File: config.mk
export PLATFORM = sky130hd
export DESIGN_NAME = gain_mul_ctrl
export DESIGN_NICKNAME = d
export VERILOG_FILES = /design/src/rtl/gain_mul_ctrl.sv
export SDC_FILE = /design/constraint.sdc
export NUM_CORES = 1
export LEC_CHECK = 0
export ABC_CLOCK_PERIOD_IN_PS = 2700
export CAP_MARGIN = 20
export CORE_ASPECT_RATIO = 1.25
export CORE_MARGIN = 1.5
export CORE_UTILIZATION = 50
export DETAILED_ROUTE_END_ITERATION = 6
export PLACE_DENSITY_LB_ADDON = 0.3
export SLEW_MARGIN = 20
export SYNTH_ARGS = -nofsm -noshare
export SYNTH_HDL_FRONTEND = slang
export SYNTH_SLANG_ARGS = --single-unit
File: constraint.sdc
create_clock -name clk -period 2.7 [get_ports clk]
set_input_delay 0.27 -clock clk [delete_from_list [all_inputs] [get_ports clk]]
set_output_delay 0.27 -clock clk [all_outputs]
set_load 0.02 [all_outputs]
File: src/rtl/gain_mul_ctrl.sv
// gain_mul_ctrl: CPU-mapped operand/result window and handshake FSM for an external multiplier.
// Optional macro GAIN_IRQ_EN adds the irq_n output and the CTRL irq_en bit. Rev 1.0
`default_nettype none

module gain_mul_ctrl #(
    parameter logic [15:0] BASE    = 16'h1FF0,
    parameter int unsigned TIMEOUT = 255
) (
    input  logic        clk,
    input  logic        rst,
    input  logic [15:0] addr,
    input  logic [7:0]  datao,
    input  logic        we_n,
    output logic [7:0]  rd_data,
    output logic        rd_hit,
    output logic [15:0] data,
    output logic        data_rdy,
    input  logic [15:0] result,
    input  logic        result_rdy
`ifdef GAIN_IRQ_EN
    ,
    output logic        irq_n
`endif
);

    localparam logic [15:0] C_TIMEOUT    = TIMEOUT[15:0];
    localparam logic [15:0] C_OFF_OP_LO  = 16'd0;
    localparam logic [15:0] C_OFF_OP_HI  = 16'd1;
    localparam logic [15:0] C_OFF_CTRL   = 16'd4;
    localparam logic [15:0] C_OFF_STATUS = 16'd5;
    localparam logic [15:0] C_WIN_SIZE   = 16'd6;

    typedef enum logic [1:0] {
        S_IDLE    = 2'd0,
        S_WAIT    = 2'd1,
        S_CAPTURE = 2'd2,
        S_DRAIN   = 2'd3
    } state_t;

    state_t      state_q;
    logic [15:0] op_q;
    logic [15:0] res_q;
    logic [15:0] cnt_q;
    logic [15:0] cnt_d;
    logic        done_q;
    logic        timeout_q;
    logic        data_rdy_q;
    logic        irq_en;

    logic [15:0] w_off;
    logic        w_hit;
    logic        w_wr;
    logic        w_wr_ctrl;
    logic        w_start;
    logic        w_abort;
    logic        w_stat_rd;
    logic        w_busy;

    // Offset compare keeps the window decode correct even if BASE sits near the top of the map.
    assign w_off     = addr - BASE;
    assign w_hit     = (w_off < C_WIN_SIZE);
    assign w_wr      = w_hit & ~we_n;
    assign w_wr_ctrl = w_wr & (w_off == C_OFF_CTRL);
    assign w_abort   = w_wr_ctrl & datao[7];
    assign w_start   = w_wr_ctrl & datao[0] & ~datao[7];
    assign w_stat_rd = w_hit & we_n & (w_off == C_OFF_STATUS);
    assign w_busy    = (state_q != S_IDLE);
    assign cnt_d     = cnt_q + 16'd1;

    assign rd_hit   = w_hit;
    assign data     = op_q;
    assign data_rdy = data_rdy_q;

`ifdef GAIN_IRQ_EN
    logic irq_en_q;
    logic irq_n_q;

    assign irq_en = irq_en_q;
    assign irq_n  = irq_n_q;

    always_ff @(posedge clk) begin
        if (rst) begin
            irq_en_q <= 1'b0;
            irq_n_q  <= 1'b1;
        end else begin
            if (w_wr_ctrl) begin
                irq_en_q <= datao[1];
            end
            irq_n_q <= ~(irq_en_q & (done_q | timeout_q));
        end
    end
`else
    assign irq_en = 1'b0;
`endif

    always_comb begin
        rd_data = 8'h00;
        if (w_hit) begin
            case (w_off[2:0])
                3'd0:    rd_data = op_q[7:0];
                3'd1:    rd_data = op_q[15:8];
                3'd2:    rd_data = res_q[7:0];
                3'd3:    rd_data = res_q[15:8];
                3'd4:    rd_data = {6'b0, irq_en, w_busy};
                3'd5:    rd_data = {5'b0, timeout_q, done_q, w_busy};
                default: rd_data = 8'h00;
            endcase
        end
    end

    always_ff @(posedge clk) begin
        if (rst) begin
            state_q    <= S_IDLE;
            op_q       <= 16'h0000;
            res_q      <= 16'h0000;
            cnt_q      <= 16'h0000;
            done_q     <= 1'b0;
            timeout_q  <= 1'b0;
            data_rdy_q <= 1'b0;
        end else begin
            // Status read clears first so that a set in the same cycle below wins.
            if (w_stat_rd) begin
                done_q    <= 1'b0;
                timeout_q <= 1'b0;
            end

            if (w_wr && !w_busy) begin
                if (w_off == C_OFF_OP_LO) begin
                    op_q[7:0] <= datao;
                end
                if (w_off == C_OFF_OP_HI) begin
                    op_q[15:8] <= datao;
                end
            end

            if (w_abort) begin
                state_q    <= S_IDLE;
                data_rdy_q <= 1'b0;
                cnt_q      <= 16'h0000;
            end else begin
                case (state_q)
                    S_IDLE: begin
                        // A product still flagged valid would be stale for a new operand.
                        if (w_start && !result_rdy) begin
                            state_q    <= S_WAIT;
                            data_rdy_q <= 1'b1;
                            cnt_q      <= 16'h0000;
                        end
                    end
                    S_WAIT: begin
                        cnt_q <= cnt_d;
                        if (result_rdy) begin
                            state_q <= S_CAPTURE;
                        end else if (cnt_d == C_TIMEOUT) begin
                            state_q    <= S_DRAIN;
                            data_rdy_q <= 1'b0;
                            timeout_q  <= 1'b1;
                        end
                    end
                    S_CAPTURE: begin
                        res_q      <= result;
                        data_rdy_q <= 1'b0;
                        done_q     <= 1'b1;
                        state_q    <= S_DRAIN;
                    end
                    S_DRAIN: begin
                        if (!result_rdy) begin
                            state_q <= S_IDLE;
                        end
                    end
                    default: begin
                        state_q    <= S_IDLE;
                        data_rdy_q <= 1'b0;
                    end
                endcase
            end
        end
    end

endmodule

`default_nettype wire

==> metrics.txt <==
Root Buffer clkbuf_8; initial core utilization 0.529; Worst Hold End done_q; Yosys reg bits 53; vias post-DR roughly 2800; Hold Path Class flip-flop to flip-flop; post-synthesis cell count roughly 340; Num CTS Buffers 5; Finished Layout Cells ~480; clk sink count 53; met2 routed WL roughly 4000 um; top sig layer met4; worst flop-to-flop path startpoint cnt_q[0]; max-slew violations 0; Placeable Area between 5000 and 6000 um^2; status completed; TritonRoute pass-1 iters 4; Critical Path End Type primary output; DR WL met3 between 400 and 500 um; Routed WL approximately 7500 um; H-tree depth 2; synthesized area roughly 3000 um^2; Iteration-0 DRC Markers between 100 and 150; worst-case reg-to-reg path depth 9; fin nets 460; Net Sw Frac 0.278; remaining global-route overflow 0; Pwr per Cell Area approximately 400 nW/um^2; r2r endpoint state_q[1]; antenna cells 0; power share of the sequential group 0.515; hold_ws ~490 ps; syn_nets between 300 and 400; worst vdd ir roughly 310 uV; Synth area leaders dfxtp_1 36%, mux2i_1 12%, nor2_1 7.1%, mux4_2 4.6%, a21oi_1 3.9%; area delta synth->final 33.9%; min-delay src done_q; Routed wire per std cell ~16 um; fin crit share 0.935; Total GRT Usage 0.245; Yosys cell types ~50; share of cells above drive strength 1 0.109; Fin Clk Skew about 13 ps; Placed Cells approximately 470; met1 WL roughly 2900 um; WP data required ~2400 ps; Seq/Total Area, Yosys 0.363; Max Cap Viol 0; CP Data Arrival Time 2260 ps; Slew HR 0.651; Critical Path Start Type primary input; Syn Area/Cell roughly 8.7 um^2; Hold Path Depth 2; yosys warns 0; CP Max Fanout 3; placer congestion estimate about 0.9; Detailed Place HPWL ~5500 um; count leader, synth nor2_1; top cells by count, synth 55 x nor2_1, 53 x dfxtp_1, 36 x mux2i_1, 23 x a21oi_1, 21 x nand2_1; Logic pwr share 0.173; Worst Slack Setup Final approximately 170 ps; R2R Setup Slk about 190 ps; FFs w/ async S/R, synth 0; Clock Tree Buf Depth 2; FP Rows 30; pin count of the biggest net entering global routing 35; vias in the first global route between 2000 and 3000; Die ar. approximately 6300 um^2; Hold Buf Count CTS 0; leakage 0.00168 uW; post-route antenna net violation count 0; Final Hold Vio Count 0; P_sw 438 uW; clock-pin slew of the registers on the worst-case setup and hold paths roughly 110 ps; clk_lat worst skew about 320 ps; global-route wire length before repair roughly 12000 um; I/O pins 70; Main synth FF type dfxtp_1; Worst-Margin Slew roughly 520 ps; min Tclk post-route approximately 2500 ps; Yosys top cell by area dfxtp_1; Die Span Y 88.4 um; Int Pwr around 1100 uW; Setup violations, final 0; die width 71.3 um; initial antenna violation count 0; critical path class primary input to primary output; EDFF count, synth 0; DRC errors left 0; vias per cell between 5 and 6; clock network power share 0.312; share of Yosys cell area claimed by the top area cell type 0.363; input/output buffers 69; Place WS -117 ps; Max Freq around 400 MHz; CTS tree built
[cells in the final DEF, fill, tap and decap left out, types with 2 or more instances in the layout]
cell             instances
nor3_4                   2
nand2b_1                 4
and3_1                   3
nand3b_1                 2
nand4b_1                 2
inv_1                    4
buf_12                   2
dfxtp_1                 52
nor2b_1                 11
a311oi_1                 7
mux2i_1                 36
clkdlybuf4s50_1         62
xnor2_1                  2
nor3b_1                  3
nor4_1                   3
dlygate4sd2_1            5
dlymetal6s2s_1           2
nor2_1                  55
o211a_1                  3
nand4_1                  7
a21oi_1                 23
nand3_1                 10
nand2_1                 21
and2_1                   5
ha_1                     6
a31oi_1                  4
nor3_1                   9
buf_4                   18
mux4_2                   6
o21ai_0                 11
clkbuf_8                 5
[logic make-up (layout without fill, tap and decap cells)]
kind of cell             after synthesis  count (layout)  synth area share
XOR/XNOR                               2               2           0.00600
multiplexers                          43              43             0.174
buffers and inverters                 25             101            0.0356
adder cells (fa/ha/maj)                6               6            0.0257
AO/OA/AOI/OAI                         59              59             0.133
flip-flops                            53              53             0.363
AND/OR/NAND/NOR                      147             147             0.262
[flip-flops by register name, summed over array words and instances, names as in the netlist]
register,cells
data_rdy,1
data,16
res_q,16
done_q,1
timeout_q,1
cnt_q,16
state_q,2
[layout make-up]
type	instances	area, um^2
fillers	453	1610
clock buffers	5	68.8
multi-input cells	257	1790
clock inverters	3	28.8
flip-flops and latches	53	1060
well taps	64	80.1
repair buffers	89	865
inverters	4	15.0
[worst max path at each step]
stage,startpoint,endpoint,slack [ps],cells after the start
4_1_cts,addr[3],rd_data[2],50,8
5_1_grt,cnt_q[0],state_q[1],-9,9
6_report,addr[3],rd_hit,170,7
2_1_floorplan,cnt_q[1],state_q[0],350,7
3_3_place_gp,addr[3],rd_data[3],-60,7
3_5_place_dp,addr[3],rd_data[5],-120,7
[stage by stage]
step | cell area, um^2 | setup TNS [ps] | power, uW | utilization
after floorplan | 2920 | 0 | 969 | -
after detailed placement | 3780 | -518 | 1090 | 0.684
after CTS | 3870 | 0 | 1580 | 0.702
final | 3910 | 0 | 1570 | 0.708
after global routing | 3910 | -8.72 | 1640 | 0.708
after global placement | 3780 | -288 | 1090 | 0.684
[metal layers]
| layer | vias up | GRT usage |
|---|---|---|
| li1 | 1370 | - |
| met1 | 1284 | 0.276 |
| met2 | 94 | 0.445 |
| met3 | 26 | 0.0444 |
| met4 | 0 | 0.117 |
| met5 | - | 0 |
[power groups by stage]
stage	logic [uW]	clock network, uW	registers, uW
6_report	273	490	811
5_1_grt	296	535	814
4_1_cts	266	506	812
3_5_place_dp	263	0	829
3_3_place_gp	257	0	828
2_1_floorplan	137	0	833
[what timing repair did]
action,4_1_cts,5_1_grt
resized for setup,6,7
cloned,0,0
endpoints found under the setup margin,6,4
pin swaps,0,2
buffers inserted,0,0
[worst max-delay path, cell delays in order]
cell	delay [ps]
clkdlybuf4s50_1	400
nand4b_1	210
nor4b_2	330
nand2_1	120
buf_4	160
a21oi_1	140
clkdlybuf4s50_1	630
No activity file was read; power rests on OpenSTA's default activity.
